==> config.mk <==
export PLATFORM = sky130hd
export DESIGN_NAME = riscv_mc_control
export DESIGN_NICKNAME = d
export VERILOG_FILES = /design/src/rtl/riscv_pkg.sv /design/src/rtl/riscv_opclass.sv /design/src/rtl/riscv_mc_control.sv
export SDC_FILE = /design/constraint.sdc
export NUM_CORES = 1
export LEC_CHECK = 0
export BUFFER_PORTS_ARGS = -buffer_cell sky130_fd_sc_hd__buf_4
export CAP_MARGIN = 10
export CORE_MARGIN = 3
export CORE_UTILIZATION = 58
export DETAILED_ROUTE_END_ITERATION = 10
export GPL_ROUTABILITY_DRIVEN = 0
export GPL_TIMING_DRIVEN = 1
export HOLD_SLACK_MARGIN = 0.12
export PLACE_DENSITY = 0.93
export SYNTH_ARGS = -nofsm -noshare
export SYNTH_HDL_FRONTEND = slang
export SYNTH_HIERARCHICAL = 1
export SYNTH_SLANG_ARGS = --single-unit
==> constraint.sdc <==
create_clock -name clk -period 6.9 [get_ports clk]
set_input_delay 0.69 -clock clk [delete_from_list [all_inputs] [get_ports clk]]
set_output_delay 0.69 -clock clk [all_outputs]
set_load 0.02 [all_outputs]
==> src/rtl/riscv_pkg.sv <==
// Shared RV32I multi-cycle control definitions: opcodes, datapath select encodings, states, classes.
// Pure declarations; no logic, no latency, no flow control.
package riscv_pkg;

  localparam logic [6:0] OP_R      = 7'b0110011;
  localparam logic [6:0] OP_IMM    = 7'b0010011;
  localparam logic [6:0] OP_LOAD   = 7'b0000011;
  localparam logic [6:0] OP_STORE  = 7'b0100011;
  localparam logic [6:0] OP_BRANCH = 7'b1100011;
  localparam logic [6:0] OP_JAL    = 7'b1101111;
  localparam logic [6:0] OP_JALR   = 7'b1100111;
  localparam logic [6:0] OP_LUI    = 7'b0110111;
  localparam logic [6:0] OP_AUIPC  = 7'b0010111;

  localparam logic [1:0] PC_PLUS4 = 2'd0;
  localparam logic [1:0] PC_IMM   = 2'd1;
  localparam logic [1:0] PC_ALU   = 2'd2;

  localparam logic [1:0] WB_ALU = 2'd0;
  localparam logic [1:0] WB_MEM = 2'd1;
  localparam logic [1:0] WB_PC4 = 2'd2;
  localparam logic [1:0] WB_IMM = 2'd3;

  localparam logic [1:0] ALU_ADD  = 2'd0;
  localparam logic [1:0] ALU_FUNC = 2'd1;
  localparam logic [1:0] ALU_BR   = 2'd2;

  typedef enum logic [2:0] {
    ST_FETCH  = 3'd0,
    ST_DECODE = 3'd1,
    ST_EXEC   = 3'd2,
    ST_MEM    = 3'd3,
    ST_WB     = 3'd4,
    ST_TRAP   = 3'd5
  } state_e;

  // CL_NONE doubles as the reset value of the class register and the illegal marker.
  typedef enum logic [3:0] {
    CL_NONE   = 4'd0,
    CL_R      = 4'd1,
    CL_IMM    = 4'd2,
    CL_LOAD   = 4'd3,
    CL_STORE  = 4'd4,
    CL_BRANCH = 4'd5,
    CL_JAL    = 4'd6,
    CL_JALR   = 4'd7,
    CL_LUI    = 4'd8,
    CL_AUIPC  = 4'd9
  } class_e;

endpackage

==> src/rtl/riscv_opclass.sv <==
// Combinational opcode -> instruction class mapper with illegal-opcode flag.
// Zero latency; no handshake.
module riscv_opclass
  import riscv_pkg::*;
(
  input  logic [6:0] opcode,
  output class_e     cls,
  output logic       illegal
);

  always_comb begin
    cls = CL_NONE;
    case (opcode)
      OP_R:      cls = CL_R;
      OP_IMM:    cls = CL_IMM;
      OP_LOAD:   cls = CL_LOAD;
      OP_STORE:  cls = CL_STORE;
      OP_BRANCH: cls = CL_BRANCH;
      OP_JAL:    cls = CL_JAL;
      OP_JALR:   cls = CL_JALR;
      OP_LUI:    cls = CL_LUI;
      OP_AUIPC:  cls = CL_AUIPC;
      default:   cls = CL_NONE;
    endcase
    illegal = (cls == CL_NONE);
  end

endmodule

==> src/rtl/riscv_mc_control.sv <==
// Multi-cycle RV32I sequencer FETCH/DECODE/EXEC/MEM/WB with trap state and retire counter.
// CPI 3-5 at zero wait; FETCH and MEM hold requests and selects until imem_ack/dmem_ack.
module riscv_mc_control
  import riscv_pkg::*;
#(
  parameter int CNT_W = 32
) (
  input  logic             clk,
  input  logic             rst,
  input  logic [6:0]       opcode,
  input  logic             branch_taken,
  input  logic             imem_ack,
  input  logic             dmem_ack,
  output logic             imem_req,
  output logic             dmem_req,
  output logic             dmem_we,
  output logic             ir_we,
  output logic             pc_we,
  output logic [1:0]       pc_sel,
  output logic             rf_we,
  output logic [1:0]       wb_sel,
  output logic             alu_a_sel,
  output logic             alu_b_sel,
  output logic [1:0]       alu_op,
  output logic             illegal,
  output logic [CNT_W-1:0] instret
);

  state_e           state_q, state_d;
  class_e           cls_q, cls_d;
  logic [CNT_W-1:0] instret_q, instret_d;
  class_e           dec_cls;
  logic             dec_illegal;

  riscv_opclass u_opclass (
    .opcode  (opcode),
    .cls     (dec_cls),
    .illegal (dec_illegal)
  );

  always_ff @(posedge clk) begin
    if (rst) begin
      state_q   <= ST_FETCH;
      cls_q     <= CL_NONE;
      instret_q <= '0;
    end else begin
      state_q   <= state_d;
      cls_q     <= cls_d;
      instret_q <= instret_d;
    end
  end

  always_comb begin
    state_d   = state_q;
    cls_d     = cls_q;
    imem_req  = 1'b0;
    dmem_req  = 1'b0;
    dmem_we   = 1'b0;
    ir_we     = 1'b0;
    pc_we     = 1'b0;
    pc_sel    = PC_PLUS4;
    rf_we     = 1'b0;
    wb_sel    = WB_ALU;
    alu_a_sel = 1'b0;
    alu_b_sel = 1'b0;
    alu_op    = ALU_ADD;
    illegal   = 1'b0;

    // ALU selects stay put from EXEC through MEM/WB so address and jump target are stable.
    if (state_q == ST_EXEC || state_q == ST_MEM || state_q == ST_WB) begin
      case (cls_q)
        CL_R:      alu_op = ALU_FUNC;
        CL_IMM: begin
          alu_op    = ALU_FUNC;
          alu_b_sel = 1'b1;
        end
        CL_LOAD, CL_STORE, CL_JALR: alu_b_sel = 1'b1;
        CL_AUIPC: begin
          alu_a_sel = 1'b1;
          alu_b_sel = 1'b1;
        end
        CL_BRANCH: alu_op = ALU_BR;
        default: ;
      endcase
    end

    case (state_q)
      ST_FETCH: begin
        imem_req = 1'b1;
        if (imem_ack) begin
          ir_we   = 1'b1;
          state_d = ST_DECODE;
        end
      end
      ST_DECODE: begin
        cls_d   = dec_cls;
        state_d = dec_illegal ? ST_TRAP : ST_EXEC;
      end
      ST_EXEC: begin
        if (cls_q == CL_BRANCH) begin
          pc_we   = 1'b1;
          pc_sel  = branch_taken ? PC_IMM : PC_PLUS4;
          state_d = ST_FETCH;
        end else if (cls_q == CL_LOAD || cls_q == CL_STORE) begin
          state_d = ST_MEM;
        end else begin
          state_d = ST_WB;
        end
      end
      ST_MEM: begin
        dmem_req = 1'b1;
        dmem_we  = (cls_q == CL_STORE);
        if (dmem_ack) begin
          if (cls_q == CL_STORE) begin
            pc_we   = 1'b1;
            state_d = ST_FETCH;
          end else begin
            state_d = ST_WB;
          end
        end
      end
      ST_WB: begin
        rf_we   = 1'b1;
        pc_we   = 1'b1;
        state_d = ST_FETCH;
        case (cls_q)
          CL_LOAD:         wb_sel = WB_MEM;
          CL_JAL, CL_JALR: wb_sel = WB_PC4;
          CL_LUI:          wb_sel = WB_IMM;
          default:         wb_sel = WB_ALU;
        endcase
        case (cls_q)
          CL_JAL:  pc_sel = PC_IMM;
          CL_JALR: pc_sel = PC_ALU;
          default: pc_sel = PC_PLUS4;
        endcase
      end
      ST_TRAP: illegal = 1'b1;
      default: state_d = ST_FETCH;
    endcase

    // Reset silences every output in the same cycle, regardless of the current state.
    if (rst) begin
      imem_req  = 1'b0;
      dmem_req  = 1'b0;
      dmem_we   = 1'b0;
      ir_we     = 1'b0;
      pc_we     = 1'b0;
      pc_sel    = PC_PLUS4;
      rf_we     = 1'b0;
      wb_sel    = WB_ALU;
      alu_a_sel = 1'b0;
      alu_b_sel = 1'b0;
      alu_op    = ALU_ADD;
      illegal   = 1'b0;
    end

    instret_d = instret_q + {{(CNT_W-1){1'b0}}, pc_we};
    instret   = rst ? '0 : instret_q;
  end

endmodule

==> metrics <==
status=completed; Worst Tran Pin Value=approximately 0.80 ns; flop2flop setup slack=3.41 ns; TNS Setup=0 ns; die height=70.5 microns; largest cells by area after synthesis=dfxtp_1, nor2b_1, nor2_1; cts hold-fix bufs=0; layout cells sized above 1=0.221; total CTS buffers=5; peak supply drop=~0.00013 V; Crit Path Category=reg -> reg; Sw Ratio=0.268; final wirelength=approximately 5600 microns; clk_skew=about 0.004 ns; number of distinct library cells after synthesis=46; Avg Cell Area, Syn=between 7 and 8 sq um; Setup Viol. Count Final=0; Register Area=~800 sq um; Final Hold Vio Count=0; clock sinks=39; CTS tree=built; Lkg Pwr=about 1.1 nW; # nets final=375; design area=roughly 2900 sq um; fin crit share=0.506; post_cts resized=0; Placement Cell Area=about 2800 sq um; port bufs=58; Post-synth ARST share=0; core area=around 3800 sq um; drc violations=0; total die area=roughly 5000 sq um; vias=~2400; Pre-Repair DR Iteration Count=4; P&R area growth vs syn=19.5%; Gate power share=0.106; Worst Path Max Fanout=12; Setup crit end kind=flop; hold path start=instret_q[22]$_SDFF_PP0_; width of the die=70.5 microns; Clk pwr share=0.356; Worst setup startpoint=state_q[1]$_SDFFE_PP0P_; post-synth top area cell=dfxtp_1; number of flops mapped to enable cells by yosys=0; initial antenna violation count=0; Synth top cells by count=nor2_1, dfxtp_1, nor2b_1; synth warn=6; H-tree depth=2; Hold/Removal Path Class=reg -> reg; PwrDens=around 150 nW/um^2; FF+latch count, synth=39; Slew HR=0.464; Via density=between 5 and 6; Flop pwr share=0.539; ant diodes=0; count leader, synth=nor2_1; Gate Count Post-Synth=about 320; Routed WL per cell=~14 microns; post-synthesis cell area=~2400 sq um; largest net degree at the start of global routing=77; area of the multi-input gates=about 1500 sq um; Max clock buf depth=2; sw power=0.000116 W; Fmax=286 MHz; main flop type after synthesis=dfxtp_1; Int Power=~0.00032 W; setup bufs post-CTS=0; Fillers=between 300 and 400; clock transition at the registers of the reported paths=roughly 0.080 ns; DPL Wire Length=3930 microns; total gr overflow=0; initial DRC count=between 150 and 200; Root Driver=clkbuf_8; crit path DAT=approximately 3.7 ns; setup repair after global routing missed its margin=false; Startpoint Class=flop; Routed Antenna Nets=0; top cell type's share of synthesized area=0.323; vias in the first global route=2099; Worst-Skew Late Latency=0.29 ns; final max-slew violation count=0; worst path required time=between 7 and 8 ns; max_cap viols=0; # rows=22; Tmin final=3.49 ns; Syn Nets=333; r2r startpoint=state_q[1]$_SDFFE_PP0P_; GRT Total Usage=0.223; Seq/Total Area, Yosys=0.323; first-pass GRT wire length=between 9000 and 10000 microns; Initial Utilization=0.631; Ports=59
per-stage QoR:
step                cells  power [W]  worst slack (ns)  hold WS (ns)  utilization
CTS                   410   0.000434              3.45         0.516        0.754
global route          410   0.000450              3.16         0.559        0.754
floorplan             319   0.000269              3.28         0.475            -
finish                410   0.000434              3.41         0.521        0.754
global placement      402   0.000283              3.62         0.497        0.732
detailed placement    402   0.000284              3.51         0.505        0.732
layer usage:
metal  up-vias  share of wire  track usage
li1       1204              -            -
met1      1080           0.44        0.284
met5         -              0            0
met2        91           0.47        0.363
met4         0          0.020       0.0894
met3        11          0.066       0.0547
kinds of logic (layout without fill, tap and decap cells):
logic type	Yosys count	after routing	synth area share
and+or+nand+nor	173	173	0.386
muxes	14	14	0.0632
xor gates and xnor gates	11	11	0.0399
DFF	39	39	0.323
buffers and inverters	36	79	0.0653
AOI/OAI and AO/OA	44	44	0.112
adders and majority gates	2	2	0.0104
final timing paths:
kind	depth (start not counted)	endpoint
setup / recovery	9	instret_q[28]$_SDFF_PP0_
hold / removal	2	instret_q[22]$_SDFF_PP0_
setup reg to reg	9	instret_q[28]$_SDFF_PP0_
hold reg to reg	2	instret_q[22]$_SDFF_PP0_
layout make-up:
cell class | instances | area share
Clock inverter | 2 | 0.00433
Timing Repair Buffer | 58 | 0.151
Clock buffer | 6 | 0.0251
Inverter | 13 | 0.0169
Multi-Input combinational cell | 244 | 0.511
Tap cell | 48 | 0.0208
Sequential cell | 39 | 0.270
cell usage in the layout, fill, tap and decap left out, types with 9 or more instances in the layout:
cell and n:
buf_4 58, o21ai_0 9, inv_1 13, nor4_1 10
nor2_1 45, nand4_1 10, nor2b_1 28, dfxtp_1 39
or3_1 12, nand2_1 15, nor3_1 13, mux2_2 10
a21oi_1 19, nand3_1 13
worst max-delay path: stages (launching register included):
cell	delay (ns)
dfxtp_1	0.52
nor2b_1	0.42
nand4_1	0.14
a211oi_1	0.33
ha_1	0.24
ha_1	0.25
nand4_1	0.19
or3_1	0.54
nor4_1	0.36
mux2_2	0.38
power by group through the flow:
stage / clock network, W / logic (W) / registers [W]
global route: 0.000166 / 0.0000498 / 0.000234
floorplan: 0 / 0.0000345 / 0.000234
finish: 0.000154 / 0.0000457 / 0.000234
CTS: 0.000155 / 0.0000455 / 0.000233
global placement: 0 / 0.0000445 / 0.000238
detailed placement: 0 / 0.0000452 / 0.000238
sequential cells by signal (all words and copies together) (netlist names):
register,flops
instret_q,32
state_q,3
cls_q,4
Power figures use the tool's default switching activity.
